**config.mk**
```make
export PLATFORM = sky130hd
export DESIGN_NAME = run_controller
export DESIGN_NICKNAME = d
export VERILOG_FILES = /design/src/rtl/run_controller_pkg.sv /design/src/rtl/run_controller_cycle_counter.sv /design/src/rtl/run_controller.sv
export SDC_FILE = /design/constraint.sdc
export NUM_CORES = 1
export LEC_CHECK = 0
export ABC_AREA = 1
export CAP_MARGIN = 20
export CORE_ASPECT_RATIO = 0.6
export CORE_UTILIZATION = 30
export CTS_CLUSTER_SIZE = 16
export DETAILED_ROUTE_END_ITERATION = 16
export RECOVER_POWER = 25
export SYNTH_ARGS = -nofsm -noshare
export SYNTH_HDL_FRONTEND = slang
export SYNTH_SLANG_ARGS = --single-unit
```
**constraint.sdc**
```tcl
create_clock -name CLOCK -period 2.6 [get_ports CLOCK]
set_clock_uncertainty 0.2 [all_clocks]
set_input_delay 0.39 -clock CLOCK [delete_from_list [all_inputs] [get_ports CLOCK]]
set_output_delay 0.39 -clock CLOCK [all_outputs]
set_load 0.005 [all_outputs]
```
**src/rtl/run_controller_pkg.sv**
```systemverilog
// Shared definitions for the run controller: FSM state type, parameter
// defaults and the reset-phase counter sizing helper.
package run_controller_pkg;

    typedef enum logic [2:0] {
        ST_IDLE,
        ST_RST,
        ST_RUN,
        ST_DONE,
        ST_TIMEOUT
    } state_t;

    localparam int unsigned RESET_CYCLES_DEFAULT   = 10;
    localparam int unsigned TIMEOUT_CYCLES_DEFAULT = 1040;
    localparam int unsigned CNT_W_DEFAULT          = 16;

    // Width needed to hold a reset-phase count of 0..reset_cycles.
    function automatic int unsigned rst_cnt_width(input int unsigned reset_cycles);
        return $clog2(reset_cycles + 1);
    endfunction

endpackage

```
**src/rtl/run_controller_cycle_counter.sv**
```systemverilog
// Up-counter with synchronous clear (priority over enable) and a
// terminal-count compare against a fixed value.
module cycle_counter
    import run_controller_pkg::*;
#(
    parameter int unsigned     W    = CNT_W_DEFAULT,
    parameter logic [W-1:0]    TERM = '0
) (
    input  logic         i_clk,
    input  logic         i_clr,
    input  logic         i_en,
    output logic [W-1:0] o_count,
    output logic         o_term
);

    logic [W-1:0] r_count;

    // Count register: clear wins over enable.
    always_ff @(posedge i_clk) begin
        if (i_clr) begin
            r_count <= '0;
        end else if (i_en) begin
            r_count <= r_count + 1'b1;
        end
    end

    assign o_count = r_count;
    assign o_term  = (r_count == TERM);

endmodule

```
**src/rtl/run_controller.sv**
```systemverilog
// Run controller: holds the CPU in reset for RESET_CYCLES, releases it,
// counts RUN cycles and ends the run on HALT or on the cycle budget.
module run_controller
    import run_controller_pkg::*;
#(
    parameter int unsigned RESET_CYCLES   = RESET_CYCLES_DEFAULT,
    parameter int unsigned TIMEOUT_CYCLES = TIMEOUT_CYCLES_DEFAULT,
    parameter int unsigned CNT_W          = CNT_W_DEFAULT,
    parameter bit          AUTO_START     = 1'b1,
    parameter bit          HOLD_ON_DONE   = 1'b0
) (
    input  logic             CLOCK,
    input  logic             RESET,
    input  logic             START,
    input  logic             HALT,
    output logic             CPU_RESET,
    output logic             RUNNING,
    output logic             DONE,
    output logic             TIMED_OUT,
    output logic [CNT_W-1:0] CYCLES
);

    localparam int unsigned RST_CNT_W = rst_cnt_width(RESET_CYCLES);

    state_t               r_state;
    logic                 r_cpu_reset;
    logic                 r_running;
    logic                 r_done;
    logic                 r_timed_out;

    logic                 w_enter_rst;
    logic                 w_clr;
    logic                 w_rst_en;
    logic                 w_run_en;
    logic                 w_rst_term;
    logic                 w_run_term;
    logic [RST_CNT_W-1:0] w_unused_rst_count;
    logic [CNT_W-1:0]     w_run_count;

    // Decode the edges that (re)enter the reset phase and the counter enables.
    always_comb begin
        w_enter_rst = 1'b0;
        if (!RESET) begin
            case (r_state)
                ST_IDLE:               w_enter_rst = AUTO_START || START;
                ST_DONE, ST_TIMEOUT:   w_enter_rst = START;
                default:               w_enter_rst = 1'b0;
            endcase
        end
        w_clr    = RESET || w_enter_rst;
        w_rst_en = (r_state == ST_RST);
        w_run_en = (r_state == ST_RUN) && !HALT;
    end

    cycle_counter #(
        .W    (RST_CNT_W),
        .TERM (RST_CNT_W'(RESET_CYCLES - 1))
    ) u_rst_counter (
        .i_clk   (CLOCK),
        .i_clr   (w_clr),
        .i_en    (w_rst_en),
        .o_count (w_unused_rst_count),
        .o_term  (w_rst_term)
    );

    cycle_counter #(
        .W    (CNT_W),
        .TERM (CNT_W'(TIMEOUT_CYCLES - 1))
    ) u_run_counter (
        .i_clk   (CLOCK),
        .i_clr   (w_clr),
        .i_en    (w_run_en),
        .o_count (w_run_count),
        .o_term  (w_run_term)
    );

    // Run-sequencing FSM with registered outputs.
    // RESET parks the FSM in IDLE; with AUTO_START the following edge enters
    // RST, which gives the RESET_CYCLES+1 edge release latency.
    always_ff @(posedge CLOCK) begin
        if (RESET) begin
            r_state     <= ST_IDLE;
            r_cpu_reset <= 1'b1;
            r_running   <= 1'b0;
            r_done      <= 1'b0;
            r_timed_out <= 1'b0;
        end else begin
            case (r_state)
                ST_IDLE: begin
                    if (AUTO_START || START) begin
                        r_state     <= ST_RST;
                        r_cpu_reset <= 1'b1;
                    end
                end
                ST_RST: begin
                    if (w_rst_term) begin
                        r_state     <= ST_RUN;
                        r_cpu_reset <= 1'b0;
                        r_running   <= 1'b1;
                    end
                end
                ST_RUN: begin
                    if (HALT) begin
                        r_state     <= ST_DONE;
                        r_cpu_reset <= HOLD_ON_DONE;
                        r_running   <= 1'b0;
                        r_done      <= 1'b1;
                        r_timed_out <= 1'b0;
                    end else if (w_run_term) begin
                        r_state     <= ST_TIMEOUT;
                        r_cpu_reset <= HOLD_ON_DONE;
                        r_running   <= 1'b0;
                        r_done      <= 1'b1;
                        r_timed_out <= 1'b1;
                    end
                end
                ST_DONE, ST_TIMEOUT: begin
                    if (START) begin
                        r_state     <= ST_RST;
                        r_cpu_reset <= 1'b1;
                        r_running   <= 1'b0;
                        r_done      <= 1'b0;
                        r_timed_out <= 1'b0;
                    end
                end
                default: begin
                    r_state     <= ST_IDLE;
                    r_cpu_reset <= 1'b1;
                    r_running   <= 1'b0;
                    r_done      <= 1'b0;
                    r_timed_out <= 1'b0;
                end
            endcase
        end
    end

    assign CPU_RESET = r_cpu_reset;
    assign RUNNING   = r_running;
    assign DONE      = r_done;
    assign TIMED_OUT = r_timed_out;
    assign CYCLES    = w_run_count;

endmodule

```
==> impl_metrics.prom <==
# TYPE chip_impl_metric gauge
chip_impl_metric{name="nNetsFinal",unit=""} 261
chip_impl_metric{name="power_density",unit="mW/mm^2"} 661
chip_impl_metric{name="ys.warnings.count",unit=""} 0
chip_impl_metric{name="critical_path_required",unit="ps"} 2580
chip_impl_metric{name="max-cap-violations",unit=""} 0
chip_impl_metric{name="start_util",unit=""} 0.321
chip_impl_metric{name="ys_ff_latch",unit=""} 27
chip_impl_metric{name="clkLatencyLatePin",unit="ps"} 270
chip_impl_metric{name="number_of_global_route_vias_before_repair",unit=""} 1239
chip_impl_metric{name="timing.fmax",unit="GHz"} 0.478
chip_impl_metric{name="global_route.overflow_total",unit=""} 0
chip_impl_metric{name="portBuffers",unit=""} 23
chip_impl_metric{name="clock_tree.htree_level_count",unit=""} 1
chip_impl_metric{name="die_height",unit="um"} 56.9
chip_impl_info{name="cp-start-kind",value="input pin"} 1
chip_impl_metric{name="vias",unit=""} 1409
chip_impl_info{name="cts_root_buffer",value="clkbuf_8"} 1
chip_impl_metric{name="place.detailed.hpwl",unit="mm"} 2.60
chip_impl_metric{name="setup_viol",unit=""} 0
chip_impl_metric{name="grt_first_pass_wirelength",unit="mm"} 5.82
chip_impl_metric{name="antenna_found_initial",unit=""} 0
chip_impl_metric{name="pin_count_of_the_biggest_net_entering_global_routing",unit=""} 15
chip_impl_metric{name="numClockSinks",unit=""} 27
chip_impl_metric{name="detail-route-antenna-nets",unit=""} 0
chip_impl_metric{name="worst_ep_arrival_time",unit="ps"} 2070
chip_impl_metric{name="critical_path_peak_fanout",unit=""} 8
chip_impl_info{name="cts_tree",value="done"} 1
chip_impl_metric{name="post_cts_resize_count",unit=""} 0
chip_impl_metric{name="antennaDiodeCount",unit=""} 0
chip_impl_metric{name="clockBufferDepth",unit=""} 2
chip_impl_metric{name="wl_per_cell",unit="um"} 10.6
chip_impl_metric{name="yosysSeqAreaShare",unit=""} 0.358
chip_impl_metric{name="layout_cell_share_with_drive_strength_beyond_1",unit=""} 0.0711
chip_impl_metric{name="hold-path-cell-count",unit=""} 2
chip_impl_metric{name="synth.net_count",unit=""} 234
chip_impl_metric{name="path_clk_slew",unit="ps"} 100
chip_impl_metric{name="flow.area_growth_from_synthesis",unit="%"} 22.1
chip_impl_metric{name="numCtsBuffers",unit=""} 3
chip_impl_metric{name="ff2ff_path_depth",unit=""} 8
chip_impl_info{name="crit_type",value="input pin to register"} 1
chip_impl_metric{name="die-area",unit="sq mm"} 0.00533
chip_impl_metric{name="wirelength",unit="mm"} 3.34
chip_impl_metric{name="rows",unit=""} 19
chip_impl_info{name="hp-class",value="register to register"} 1
chip_impl_metric{name="drt_pre_antenna_iters",unit=""} 4
chip_impl_info{name="rsz_0062_raised_after_global_routing",value="false"} 1
chip_impl_metric{name="synth.distinct_cells",unit=""} 22
chip_impl_metric{name="core_area",unit="sq mm"} 0.00471
chip_impl_metric{name="final_core_util",unit=""} 0.392
chip_impl_metric{name="drc_violation_count_after_routing",unit=""} 0
chip_impl_metric{name="hold_violations",unit=""} 0
chip_impl_metric{name="all_layer_global_routing_usage",unit=""} 0.140
chip_impl_metric{name="die_x",unit="um"} 93.6
chip_impl_metric{name="period_share",unit=""} 0.805
chip_impl_metric{name="worst_pin_slew",unit="ps"} 621
chip_impl_metric{name="post-cts-setup-buffers",unit=""} 0
chip_impl_metric{name="power.ir.vdd_worst",unit="mV"} 0.288
chip_impl_metric{name="normalized_max_slew_margin",unit=""} 0.586
chip_impl_metric{name="post-route-min-period",unit="ps"} 2090
chip_impl_metric{name="viasPerCell",unit=""} 4.46
chip_impl_metric{name="io_pins",unit=""} 24
chip_impl_metric{name="synth_area",unit="sq mm"} 0.00151
chip_impl_metric{name="place.gp.congestion",unit=""} 0.837
chip_impl_metric{name="synth_cells",unit=""} 227
chip_impl_info{name="status",value="finished, final reports clean"} 1
chip_impl_metric{name="cellLeakagePower",unit="nW"} 0.714
chip_impl_metric{name="postCtsHoldBufs",unit=""} 0
chip_impl_metric{name="drt_first_iter_violations",unit=""} 89
chip_impl_info{name="timing.critical_path.to_type",value="register"} 1
chip_impl_metric{name="drv_slew",unit=""} 0
chip_impl_metric{name="tns",unit="ps"} 0
chip_impl_metric{name="syn-mean-instance-area",unit="sq um"} 6.65
[state kept, by name (all words and copies together), names as in the netlist]
register               cells
u_run_counter.o_count     16
u_rst_counter.o_count      4
r_state                    3
CPU_RESET                  1
DONE                       1
RUNNING                    1
TIMED_OUT                  1
[path summary, 6_finish.rpt]
kind	start	slack (ps)	endpoint
min reg2reg	RUNNING	250	RUNNING
min	RUNNING	250	RUNNING
max reg2reg	r_state[2]	720	r_state[1]
max	HALT	510	r_state[1]
[cell type report]
class	count	area (sq um)
multi-input cells	164	813
inverters	33	124
fillers	509	2860
flip-flops and latches	27	541
well taps	63	78.8
repair buffers	25	241
clock buffers	4	45.0
[power by group]
part           switching [mW]  total (mW)  leakage, nW  internal (mW)
sequential             0.0319       0.497        0.219          0.465
combinational           0.303       0.479        0.472          0.176
clock                   0.132       0.242       0.0228          0.110
total                   0.466        1.22        0.714          0.752
[layer usage]
layer / vias to the layer above / share of wire / global-route usage / routed length, um
met5: - / 0 / 0 / 0
li1: 762 / - / - / -
met4: 0 / 0.014 / 0.0330 / 46
met2: 30 / 0.35 / 0.171 / 1170
met1: 611 / 0.58 / 0.228 / 1940
met3: 6 / 0.056 / 0.0440 / 188
[per-stage QoR]
step	hold WS (ps)	power [mW]	setup WS, ps	cells	instance area, sq um
after floorplan	242	0.862	1040	227	1510
after global placement	239	1.01	456	312	1810
after detailed placement	241	1.00	374	312	1810
after CTS	255	1.25	655	316	1860
after global routing	279	1.33	369	316	1840
final	247	1.22	508	316	1840
[layout by cell type (no fill, tap or decap), types with 2 or more instances in the layout]
cell type,count
ha_1,3
nand3b_1,2
dlygate4sd3_1,3
clkdlybuf4s50_1,20
nor2_1,38
nor2_4,5
nand3_1,16
nand2_1,56
inv_2,2
nand3_2,2
dfxtp_1,27
inv_1,31
nand4_1,7
nand2_2,4
clkbuf_1,2
o21ai_0,7
xnor2_1,2
xor2_1,4
a21oi_1,13
clkbuf_8,3
or2_0,2
[cells in the mapped netlist]
cell / n / area share
inv_2: 2 / 0.0050
nand3_2: 4 / 0.027
buf_6: 1 / 0.0075
nor2_1: 38 / 0.095
or2_0: 2 / 0.0083
buf_2: 2 / 0.0066
dfxtp_1: 27 / 0.36
inv_1: 31 / 0.077
o21ai_1: 1 / 0.0033
nand4_1: 7 / 0.029
ha_1: 3 / 0.025
o21ai_0: 7 / 0.023
nand2_1: 56 / 0.14
a31oi_1: 1 / 0.0041
xor2_1: 4 / 0.023
nor2_4: 5 / 0.037
nand3b_1: 2 / 0.0099
nand3_1: 14 / 0.046
a21oi_1: 13 / 0.043
nand2_2: 4 / 0.017
nor2_2: 1 / 0.0041
xnor2_1: 2 / 0.012
[cells by family after synthesis]
kind of cell,count (synthesis),synth area share
buffers and inverters,36,0.0962
adder cells (fa/ha/maj),3,0.0249
AND/OR/NAND/NOR,133,0.412
XOR/XNOR,6,0.0348
flip-flops,27,0.358
AO/OA/AOI/OAI,22,0.0738
[critical path, cell delays in order]
cell	delay, ps
clkdlybuf4s50_1	440
nor2_1	130
nand3_1	360
inv_1	330
nand2_2	140
nand3_2	120
nand2_1	60
nand2_1	60
nor2_1	40
(Power assumes the default switching activity.)
